==> config.mk <==
export PLATFORM = sky130hd
export DESIGN_NAME = layer2_bias_argmax
export DESIGN_NICKNAME = d
export VERILOG_FILES = /design/src/rtl/layer2_pkg.sv /design/src/rtl/sat_add_signed.sv /design/src/rtl/layer2_bias_argmax.sv
export SDC_FILE = /design/constraint.sdc
export NUM_CORES = 1
export LEC_CHECK = 0
export CORE_UTILIZATION = 30
export DETAILED_ROUTE_END_ITERATION = 10
export GPL_TIMING_DRIVEN = 1
export PLACE_DENSITY = 0.64
export REMOVE_ABC_BUFFERS = 1
export SLEW_MARGIN = 25
export SYNTH_ARGS = -nofsm -noshare
export SYNTH_HDL_FRONTEND = slang
export SYNTH_HIERARCHICAL = 1
export SYNTH_SLANG_ARGS = --single-unit
export TNS_END_PERCENT = 20
==> constraint.sdc <==
create_clock -name clk -period 8.8 [get_ports clk]
set_input_delay 2.2 -clock clk [delete_from_list [all_inputs] [get_ports clk]]
set_output_delay 2.2 -clock clk [all_outputs]
set_load 0.03 [all_outputs]
==> src/rtl/layer2_pkg.sv <==
// Shared definitions for the layer-2 back end (bias loader and bias/argmax stage).
// Holds the layer dimensions, bias alignment and the controller state encoding.
package layer2_pkg;

    localparam int OUT_SIZE   = 10;   // output neurons / classes
    localparam int W          = 8;    // bias width, signed
    localparam int ACC_W      = 24;   // accumulator / logit width, signed
    localparam int BIAS_SHIFT = 0;    // bias fixed point -> accumulator fixed point
    localparam int IDX_W      = (OUT_SIZE > 1) ? $clog2(OUT_SIZE) : 1;

    typedef enum logic [1:0] {
        IDLE      = 2'd0,
        WAIT_BIAS = 2'd1,
        SCAN      = 2'd2,
        DONE      = 2'd3
    } state_t;

endpackage

==> src/rtl/sat_add_signed.sv <==
// Saturating signed adder: y = sat(a + (sign_extend(b) << SHIFT)) at A_W bits.
// Ports:
//   a  in  A_W  signed addend (accumulator)
//   b  in  B_W  signed addend (bias), sign-extended and aligned by SHIFT
//   y  out A_W  signed sum clamped to [-2^(A_W-1), 2^(A_W-1)-1]
module sat_add_signed #(
    parameter int A_W   = 24,
    parameter int B_W   = 8,
    parameter int SHIFT = 0
) (
    input  logic [A_W-1:0] a,
    input  logic [B_W-1:0] b,
    output logic [A_W-1:0] y
);

    logic [A_W-1:0] b_ext;
    logic [A_W:0]   sum;

    assign b_ext = {{(A_W-B_W){b[B_W-1]}}, b} << SHIFT;

    // One guard bit is enough for a two-operand add; overflow shows up as
    // disagreement between the guard bit and the A_W-bit sign.
    assign sum = {a[A_W-1], a} + {b_ext[A_W-1], b_ext};

    always_comb begin
        y = sum[A_W-1:0];
        if (sum[A_W] != sum[A_W-1]) begin
            y = sum[A_W] ? {1'b1, {(A_W-1){1'b0}}} : {1'b0, {(A_W-1){1'b1}}};
        end
    end

endmodule

==> src/rtl/layer2_bias_argmax.sv <==
// Final stage of layer 2: adds the aligned bias to each captured MAC sum with
// saturation, publishes the logits and scans them one per cycle for the maximum.
// Ports:
//   clk, rst_n  clock (rising edge), asynchronous active-low reset
//   start       pulse; captures acc_in and begins (only from IDLE or DONE)
//   acc_in      OUT_SIZE packed MAC sums, neuron i at [i*ACC_W +: ACC_W]
//   bias_in     OUT_SIZE packed biases, neuron i at [i*W +: W]
//   bias_valid  bias loader finished, bias_in stable while high
//   logits      biased, saturated logits, same packing as acc_in
//   class_idx   index of the maximum logit (lowest index wins ties)
//   max_val     value of the maximum logit
//   busy        high in WAIT_BIAS and SCAN
//   done        high in DONE
module layer2_bias_argmax
    import layer2_pkg::state_t;
    import layer2_pkg::IDLE;
    import layer2_pkg::WAIT_BIAS;
    import layer2_pkg::SCAN;
    import layer2_pkg::DONE;
#(
    parameter int OUT_SIZE   = layer2_pkg::OUT_SIZE,
    parameter int W          = layer2_pkg::W,
    parameter int ACC_W      = layer2_pkg::ACC_W,
    parameter int BIAS_SHIFT = layer2_pkg::BIAS_SHIFT,
    parameter int IDX_W      = layer2_pkg::IDX_W
) (
    input  logic                      clk,
    input  logic                      rst_n,
    input  logic                      start,
    input  logic [OUT_SIZE*ACC_W-1:0] acc_in,
    input  logic [OUT_SIZE*W-1:0]     bias_in,
    input  logic                      bias_valid,
    output logic [OUT_SIZE*ACC_W-1:0] logits,
    output logic [IDX_W-1:0]          class_idx,
    output logic [ACC_W-1:0]          max_val,
    output logic                      busy,
    output logic                      done
);

    state_t             state_reg, state_next;
    logic [IDX_W-1:0]   idx_reg;
    logic [ACC_W-1:0]   acc_r      [OUT_SIZE];
    logic [ACC_W-1:0]   logits_reg [OUT_SIZE];
    logic [W-1:0]       bias_arr   [OUT_SIZE];
    logic [ACC_W-1:0]   max_reg;
    logic [IDX_W-1:0]   class_reg;

    logic [ACC_W-1:0]   acc_sel;
    logic [W-1:0]       bias_sel;
    logic [ACC_W-1:0]   sum;
    logic               capture;
    logic               last_idx;

    genvar gi;
    generate
        for (gi = 0; gi < OUT_SIZE; gi++) begin : g_unpack
            assign bias_arr[gi]                 = bias_in[gi*W +: W];
            assign logits[gi*ACC_W +: ACC_W]    = logits_reg[gi];
        end
    endgenerate

    // Neuron currently being scanned.
    assign acc_sel  = acc_r[idx_reg];
    assign bias_sel = bias_arr[idx_reg];
    assign last_idx = (idx_reg == IDX_W'(OUT_SIZE - 1));

    sat_add_signed #(
        .A_W   (ACC_W),
        .B_W   (W),
        .SHIFT (BIAS_SHIFT)
    ) u_sat_add (
        .a (acc_sel),
        .b (bias_sel),
        .y (sum)
    );

    always_comb begin
        state_next = state_reg;
        capture    = 1'b0;
        case (state_reg)
            IDLE, DONE: begin
                if (start) begin
                    capture    = 1'b1;
                    state_next = WAIT_BIAS;
                end
            end
            WAIT_BIAS: begin
                if (bias_valid) state_next = SCAN;
            end
            SCAN: begin
                if (last_idx) state_next = DONE;
            end
            default: state_next = IDLE;
        endcase
    end

    always_ff @(posedge clk or negedge rst_n) begin
        if (!rst_n) begin
            state_reg <= IDLE;
            idx_reg   <= '0;
            max_reg   <= '0;
            class_reg <= '0;
            for (int i = 0; i < OUT_SIZE; i++) begin
                acc_r[i]      <= '0;
                logits_reg[i] <= '0;
            end
        end else begin
            state_reg <= state_next;
            if (capture) begin
                idx_reg <= '0;
                for (int i = 0; i < OUT_SIZE; i++) begin
                    acc_r[i] <= acc_in[i*ACC_W +: ACC_W];
                end
            end
            if (state_reg == SCAN) begin
                logits_reg[idx_reg] <= sum;
                // Index 0 seeds the running maximum; strict compare keeps
                // the lowest index on ties.
                if ((idx_reg == '0) || ($signed(sum) > $signed(max_reg))) begin
                    max_reg   <= sum;
                    class_reg <= idx_reg;
                end
                if (!last_idx) idx_reg <= idx_reg + 1'b1;
            end
        end
    end

    assign class_idx = class_reg;
    assign max_val   = max_reg;
    assign busy      = (state_reg == WAIT_BIAS) || (state_reg == SCAN);
    assign done      = (state_reg == DONE);

endmodule

==> results of run 1 <==
[synthesized netlist by cell type, types with 6 or more instances]
cell type,number
mux2_4,21
maj3_1,16
xnor2_1,13
and2_1,7
ha_1,55
nor3_1,11
mux4_2,64
buf_1,8
inv_1,40
clkbuf_1,105
o21a_1,7
nor2_1,53
nand4_1,9
buf_2,9
nand2_1,43
a21oi_1,74
mux2i_1,11
nand2b_1,6
xor2_1,6
dfrtp_1,514
o21ai_0,28
a21o_1,6
nand3_1,21
o211ai_1,9
mux2_2,514
a221oi_1,32
[cell families (layout without fill, tap and decap cells)]
| logic type | Yosys count | after routing | share of synthesized area [%] |
|---|---|---|---|
| multiplexers | 610 | 610 | 31.3 |
| AO/OA/AOI/OAI | 198 | 198 | 5.57 |
| flip-flops | 514 | 514 | 52.6 |
| buffers and inverters | 169 | 792 | 2.87 |
| other | 0 | 2 | 0 |
| XOR/XNOR | 19 | 19 | 0.680 |
| AND/OR/NAND/NOR | 175 | 175 | 3.42 |
| adder cells (fa/ha/maj) | 74 | 74 | 3.64 |
[routing by layer]
layer / routed length, um / global-route usage (%) / vias up
met4: 1930 / 5.16 / 6
met5: 37 / 0 / -
met3: 4810 / 3.86 / 112
met1: 31600 / 22.7 / 8697
li1: - / - / 7644
met2: 38600 / 31.7 / 515
[metrics by stage]
step                util (%)  hold WS [ns]
floorplan                  -         0.474
global placement        39.3         0.482
detailed placement      39.3         0.480
global route            42.0         0.515
CTS                     41.9         0.501
finish                  42.0         0.500
[cells in the final DEF (no fill, tap or decap), types with 5 or more instances in the layout]
cell | Yosys | final
or3_1 | 5 | 5
a21o_1 | 6 | 6
maj3_1 | 16 | 16
nand2_1 | 43 | 39
a21oi_1 | 74 | 74
inv_1 | 40 | 39
clkdlybuf4s50_1 | 0 | 592
nand3_1 | 21 | 20
clkbuf_1 | 105 | 7
ha_1 | 55 | 55
o21a_1 | 7 | 7
clkinv_2 | 0 | 10
buf_4 | 0 | 45
nand4_1 | 9 | 9
and4_1 | 5 | 5
dfrtp_1 | 514 | 511
xnor2_1 | 13 | 12
bufinv_16 | 0 | 10
nor3_1 | 11 | 11
xor2_1 | 6 | 6
mux4_2 | 64 | 64
o21ai_0 | 28 | 28
o211ai_1 | 9 | 9
mux2_2 | 514 | 514
clkbuf_8 | 0 | 12
a221oi_1 | 32 | 32
nand2b_1 | 6 | 6
nor2_1 | 53 | 52
clkbuf_16 | 0 | 59
nand2_2 | 2 | 5
mux2_4 | 21 | 21
mux2i_1 | 11 | 9
[final cells by class]
type	count	area, sq um
fill	7363	46800
sequential	514	12900
multi-input combinational	1076	11000
timing repair buffer	645	6410
clock buffer	78	1670
tap	1060	1330
clock inverter	28	433
inverter	41	155
antenna	2	5.00
[final timing paths]
| check | end | slack, ns | depth (start not counted) |
|---|---|---|---|
| min in group asynchronous | logits[232]$_DFFE_PN0P_ | 1.59 | 1 |
| worst min-delay path | acc_r[92]$_DFFE_PN0P_ | 0.50 | 1 |
| worst max-delay path | max_val[23]$_DFFE_PN0P_ | 0.80 | 21 |
| max in group asynchronous | acc_r[50]$_DFFE_PN0P_ | 5.71 | 2 |
| worst min register to register | acc_r[92]$_DFFE_PN0P_ | 0.50 | 1 |
| worst max register to register | max_val[23]$_DFFE_PN0P_ | 1.39 | 22 |
==> flow_summary.ini, run 1 <==
[status]
outcome = finished, violations left
violations = design-rule violations

[placement]
place_ws_ns = 0.129
place_congestion = 0.872
dp_hpwl_um = 55300
dpl_cell_area_sq_mm = 0.0317
dp_cells = 3336
portBuffers = 593

[yosys]
syn_area_sq_mm = 0.0245
synth.area.top_cells = dfrtp_1 53%, mux2_2 24%, mux4_2 5.9%, ha_1 2.8%, clkbuf_1 1.6%
syn_inst = 1759
synth_async_sr_flop_share_pct = 100
synthFlopType = dfrtp_1
ys_ff_latch = 514
yosysWarnings = 6
synth_largest_area_cell = dfrtp_1
ys_types = 66
yosys.area.top_type_share_pct = 52.6
synth-edff-count = 0
synth_area_per_cell_sq_um = 13.9
synth_seq_area_share_pct = 52.6

[drt]
via_per_inst = 4.93
vias = 17000
dr.pass1.iters = 9
drtIter0Drc = 794
drc_errors = 81
wl_per_cell_um = 22.4
drt-total-wl_um = 77000
ant_nets = 0

[sta]
post-route-period-util_pct = 90.9
rsz0062_at_grt = no
max_freq_ghz = 0.125
slew_viol_final = 0
fin_ws_ns = 0.803
fin_skew_ns = 0.0245
period_needed_ns = 8.00
hold_viol_final = 0
tightest_slew_ns = 1.02
setup_viol = 0
setup-tns-final_ns = 0
slew_headroom_pct = 32.3

[floorplan]
ioPinCount = 594
coreArea_sq_mm = 0.0807
num_rows = 104
start_util_pct = 30.3
chipHeight_um = 288
die-area_sq_mm = 0.0827
die_w_um = 288

[setup_path]
crit_type = in -> reg
cp-startpoint = bias_in[23]
cp_cell_sequence = clkdlybuf4s50_1 -> mux4_2 -> a221oi_1 -> nor2_1 -> buf_4 -> ha_1 -> a21o_1 -> a2bb2oi_1 -> o21ai_0 -> a211oi_2 -> and2_4 -> o31a_1 -> a21bo_2 -> ha_1 -> and4_1 -> nand2_2 -> or4_4 -> o31a_1 -> a21oi_1 -> mux2_4 -> mux2_2
cpPeakStageDelay_ns = 0.54
startpoint_type = input pin
required_ns = 9.30
cp_max_fo = 26
cp-end-kind = flip-flop
crit_family = compound AO/OA/AOI/OAI gates
r2r-start = idx_reg[0]$_DFF_PN0_
path_buf_inv = 2
slowest_stage = or4_4
crit_arrival_ns = 8.50

[clock_tree]
ctsResizeCount = 0
cts_tree = yes
htree_levels = 2
holdBufCountCts = 0
cts-root-buf = clkbuf_16
cts_buffers = 58
path_clk_slew_ns = 0.06
cts.path.max_buffers = 3
postCtsSetupRepairBufs = 0
clkLatencyLatePin_ns = 0.63
cts.sinks = 514

[worst_hold_path]
worstHoldStart = acc_r[92]$_DFFE_PN0P_
hold_class = reg -> reg

[global_route]
antenna_found_initial = 5
grtUsageTotal_pct = 18.3
grt_pass1_vias = 18300
grt_max_degree = 175
grt_pass1_wl_um = 115000
grt_overflow = 0

[cells_and_area]
final_nets = 2716
area_growth_pct = 38.3
drive_above_1_share_pct = 33.2
layout.cells.non_filler = 3444
design_area_sq_mm = 0.0339

[flow_run]
drv_cap = 0
Power of run 1 is not shown: default switching activity piles up to over one toggle a cycle in this logic, so the estimate is an artifact.
==> run 2: changes to the inputs <==
- ABC_CLOCK_PERIOD_IN_PS: not set -> 8800
- CORE_AREA: not set -> 2 2 231 233
- CORE_UTILIZATION: 30 -> not set
- DIE_AREA: not set -> 0 0 233 235
- PLACE_DENSITY: 0.64 -> 0.87
==> run 2 against run 1 <==
Net effect:
- the run now ends clean
- clock skew down 0.0046 ns
- final area down 2.2%
- flip-flop and latch count unchanged
- first-iteration DRC count up 44%
- critical path type unchanged
- register-to-register slack worse by 0.06 ns
- sequential share of layout area up 0.84 points
- die area down 34%
- setup slack worse by 0.30 ns
- worst hold slack worse by 0.016 ns
- wire length down 4.6%
==> flow_summary.ini, run 2 (same netlist as run 1, synthesis figures left out) <==
[worst_hold_path]
hold_class = reg -> reg

[drt]
vias = 17300
drt-total-wl_um = 73500
drtIter0Drc = 1143
via_per_inst = 5.65
wl_per_cell_um = 24.0
ant_nets = 0
dr.pass1.iters = 5
drc_errors = 0

[global_route]
grt_overflow = 0
grt_max_degree = 195
grt_pass1_wl_um = 112000
grt_pass1_vias = 18600
antenna_found_initial = 3
grtUsageTotal_pct = 26.8

[cells_and_area]
final_common_cell = clkdlybuf4s50_1
nFillCells = 3712
drive_above_1_share_pct = 32.6
area_growth_pct = 35.3
design_area_sq_mm = 0.0331
final_nets = 2714
layout_common_cells = 592 x clkdlybuf4s50_1, 514 x mux2_2, 511 x dfrtp_1

[setup_path]
cp-startpoint = bias_in[23]
r2r_slack_ns = 1.33
slowest_stage = a211oi_2
path_buf_inv = 2
rr_worst_depth = 19
required_ns = 9.27
cp_cell_sequence = clkdlybuf4s50_1 -> mux4_2 -> a221oi_1 -> nor2_1 -> buf_4 -> ha_1 -> and4_1 -> nand2_1 -> a2111oi_4 -> o21bai_2 -> and2_4 -> o31a_1 -> a211oi_2 -> ha_1 -> nand4_1 -> or4_4 -> o31a_1 -> a21oi_1 -> mux2_4 -> mux2_2
r2r-start = idx_reg[0]$_DFF_PN0_
endpoint = class_idx[1]$_DFFE_PN0P_
crit_type = in -> reg
crit_arrival_ns = 8.77
r2r_end = class_idx[1]$_DFFE_PN0P_
cp_max_fo = 26
startpoint_type = input pin
crit_cells = 20
cpPeakStageDelay_ns = 0.83
crit_family = compound AO/OA/AOI/OAI gates
cp-end-kind = flip-flop

[floorplan]
ioPinCount = 594
die_w_um = 233
die-area_sq_mm = 0.0548
start_util_pct = 46.9
coreArea_sq_mm = 0.0522
num_rows = 84
chipHeight_um = 235

[sta]
max_freq_ghz = 0.121
fin_skew_ns = 0.0198
fin_ws_ns = 0.504
slew_headroom_pct = 28.0
tightest_slew_ns = 1.07
setup_viol = 0
setup-tns-final_ns = 0
slew_viol_final = 0
post-route-period-util_pct = 94.3
rsz0062_at_grt = no
period_needed_ns = 8.30
hold_viol_final = 0

[clock_tree]
cts_buffers = 53
clkLatencyLatePin_ns = 0.60
postCtsSetupRepairBufs = 0
cts.sinks = 514
path_clk_slew_ns = 0.06
cts-root-buf = clkbuf_16
cts_tree = yes
cts.path.max_buffers = 3
htree_levels = 2

[placement]
dpl_cell_area_sq_mm = 0.0312
place_congestion = 0.920
portBuffers = 593
dp_hpwl_um = 53100
place_ws_ns = -0.132

[status]
outcome = finished clean

[flow_run]
drv_cap = 0
-- run 2: changes by cell type in the layout (fill, tap and decap cells not counted), moves of 3 or more --
cell and delta:
clkbuf_16 -5, nand2_2 -3, buf_4 +3, bufinv_16 -5, nand2_1 +3, clkinv_4 -3
-- run 2: worst min-delay path: stages (launching register included) --
cell	delay (ns)
dfrtp_1	0.34
nand2_1	0.05
o21ai_0	0.06
-- run 2: cell type report --
| class | instances | area, sq um | share of cell area [%] |
|---|---|---|---|
| flip-flops and latches | 514 | 12900 | 38.9 |
| diodes | 3 | 7.51 | 0.0227 |
| inverters | 41 | 154 | 0.465 |
| well taps | 688 | 861 | 2.60 |
| repair buffers | 648 | 6460 | 19.5 |
| clock buffers | 74 | 1540 | 4.64 |
| clock inverters | 20 | 255 | 0.771 |
| multi-input cells | 1076 | 11000 | 33.1 |
-- run 2: per-stage QoR --
step                      instances  hold slack [ns]  utilization [%]
final                          3064            0.484             63.4
after global routing           3064            0.505             63.4
after CTS                      3058            0.488             63.2
after detailed placement       2964            0.474             59.8
after global placement         2964            0.467             59.8
after floorplan                1631            0.474                -
-- run 2: worst min path at each step --
stage                       startpoint                       to  slack (ns)  cells after the start
6_report        logits[96]$_DFFE_PN0P_   logits[96]$_DFFE_PN0P_        0.48                      2
5_1_grt         logits[96]$_DFFE_PN0P_   logits[96]$_DFFE_PN0P_        0.51                      2
4_1_cts         logits[96]$_DFFE_PN0P_   logits[96]$_DFFE_PN0P_        0.49                      2
3_5_place_dp    logits[96]$_DFFE_PN0P_   logits[96]$_DFFE_PN0P_        0.47                      2
3_3_place_gp   logits[216]$_DFFE_PN0P_  logits[216]$_DFFE_PN0P_        0.47                      2
2_1_floorplan     acc_r[0]$_DFFE_PN0P_     acc_r[0]$_DFFE_PN0P_        0.47                      1
-- run 2: timing repair --
action                                 4_1_cts  5_1_grt
resized for setup                            0        2
setup endpoints to repair                    0       14
endpoints found under the hold margin        0        0
hold buffers                                 0        0
-- run 2: metal layers --
layer	up-vias	wire length, um	global-route usage, %
met5	-	60	0.714
met1	8860	29400	33.6
li1	7616	-	-
met2	671	36400	45.0
met4	2	2480	9.13
met3	156	5200	6.55
Power of run 2 is left out for the same reason.
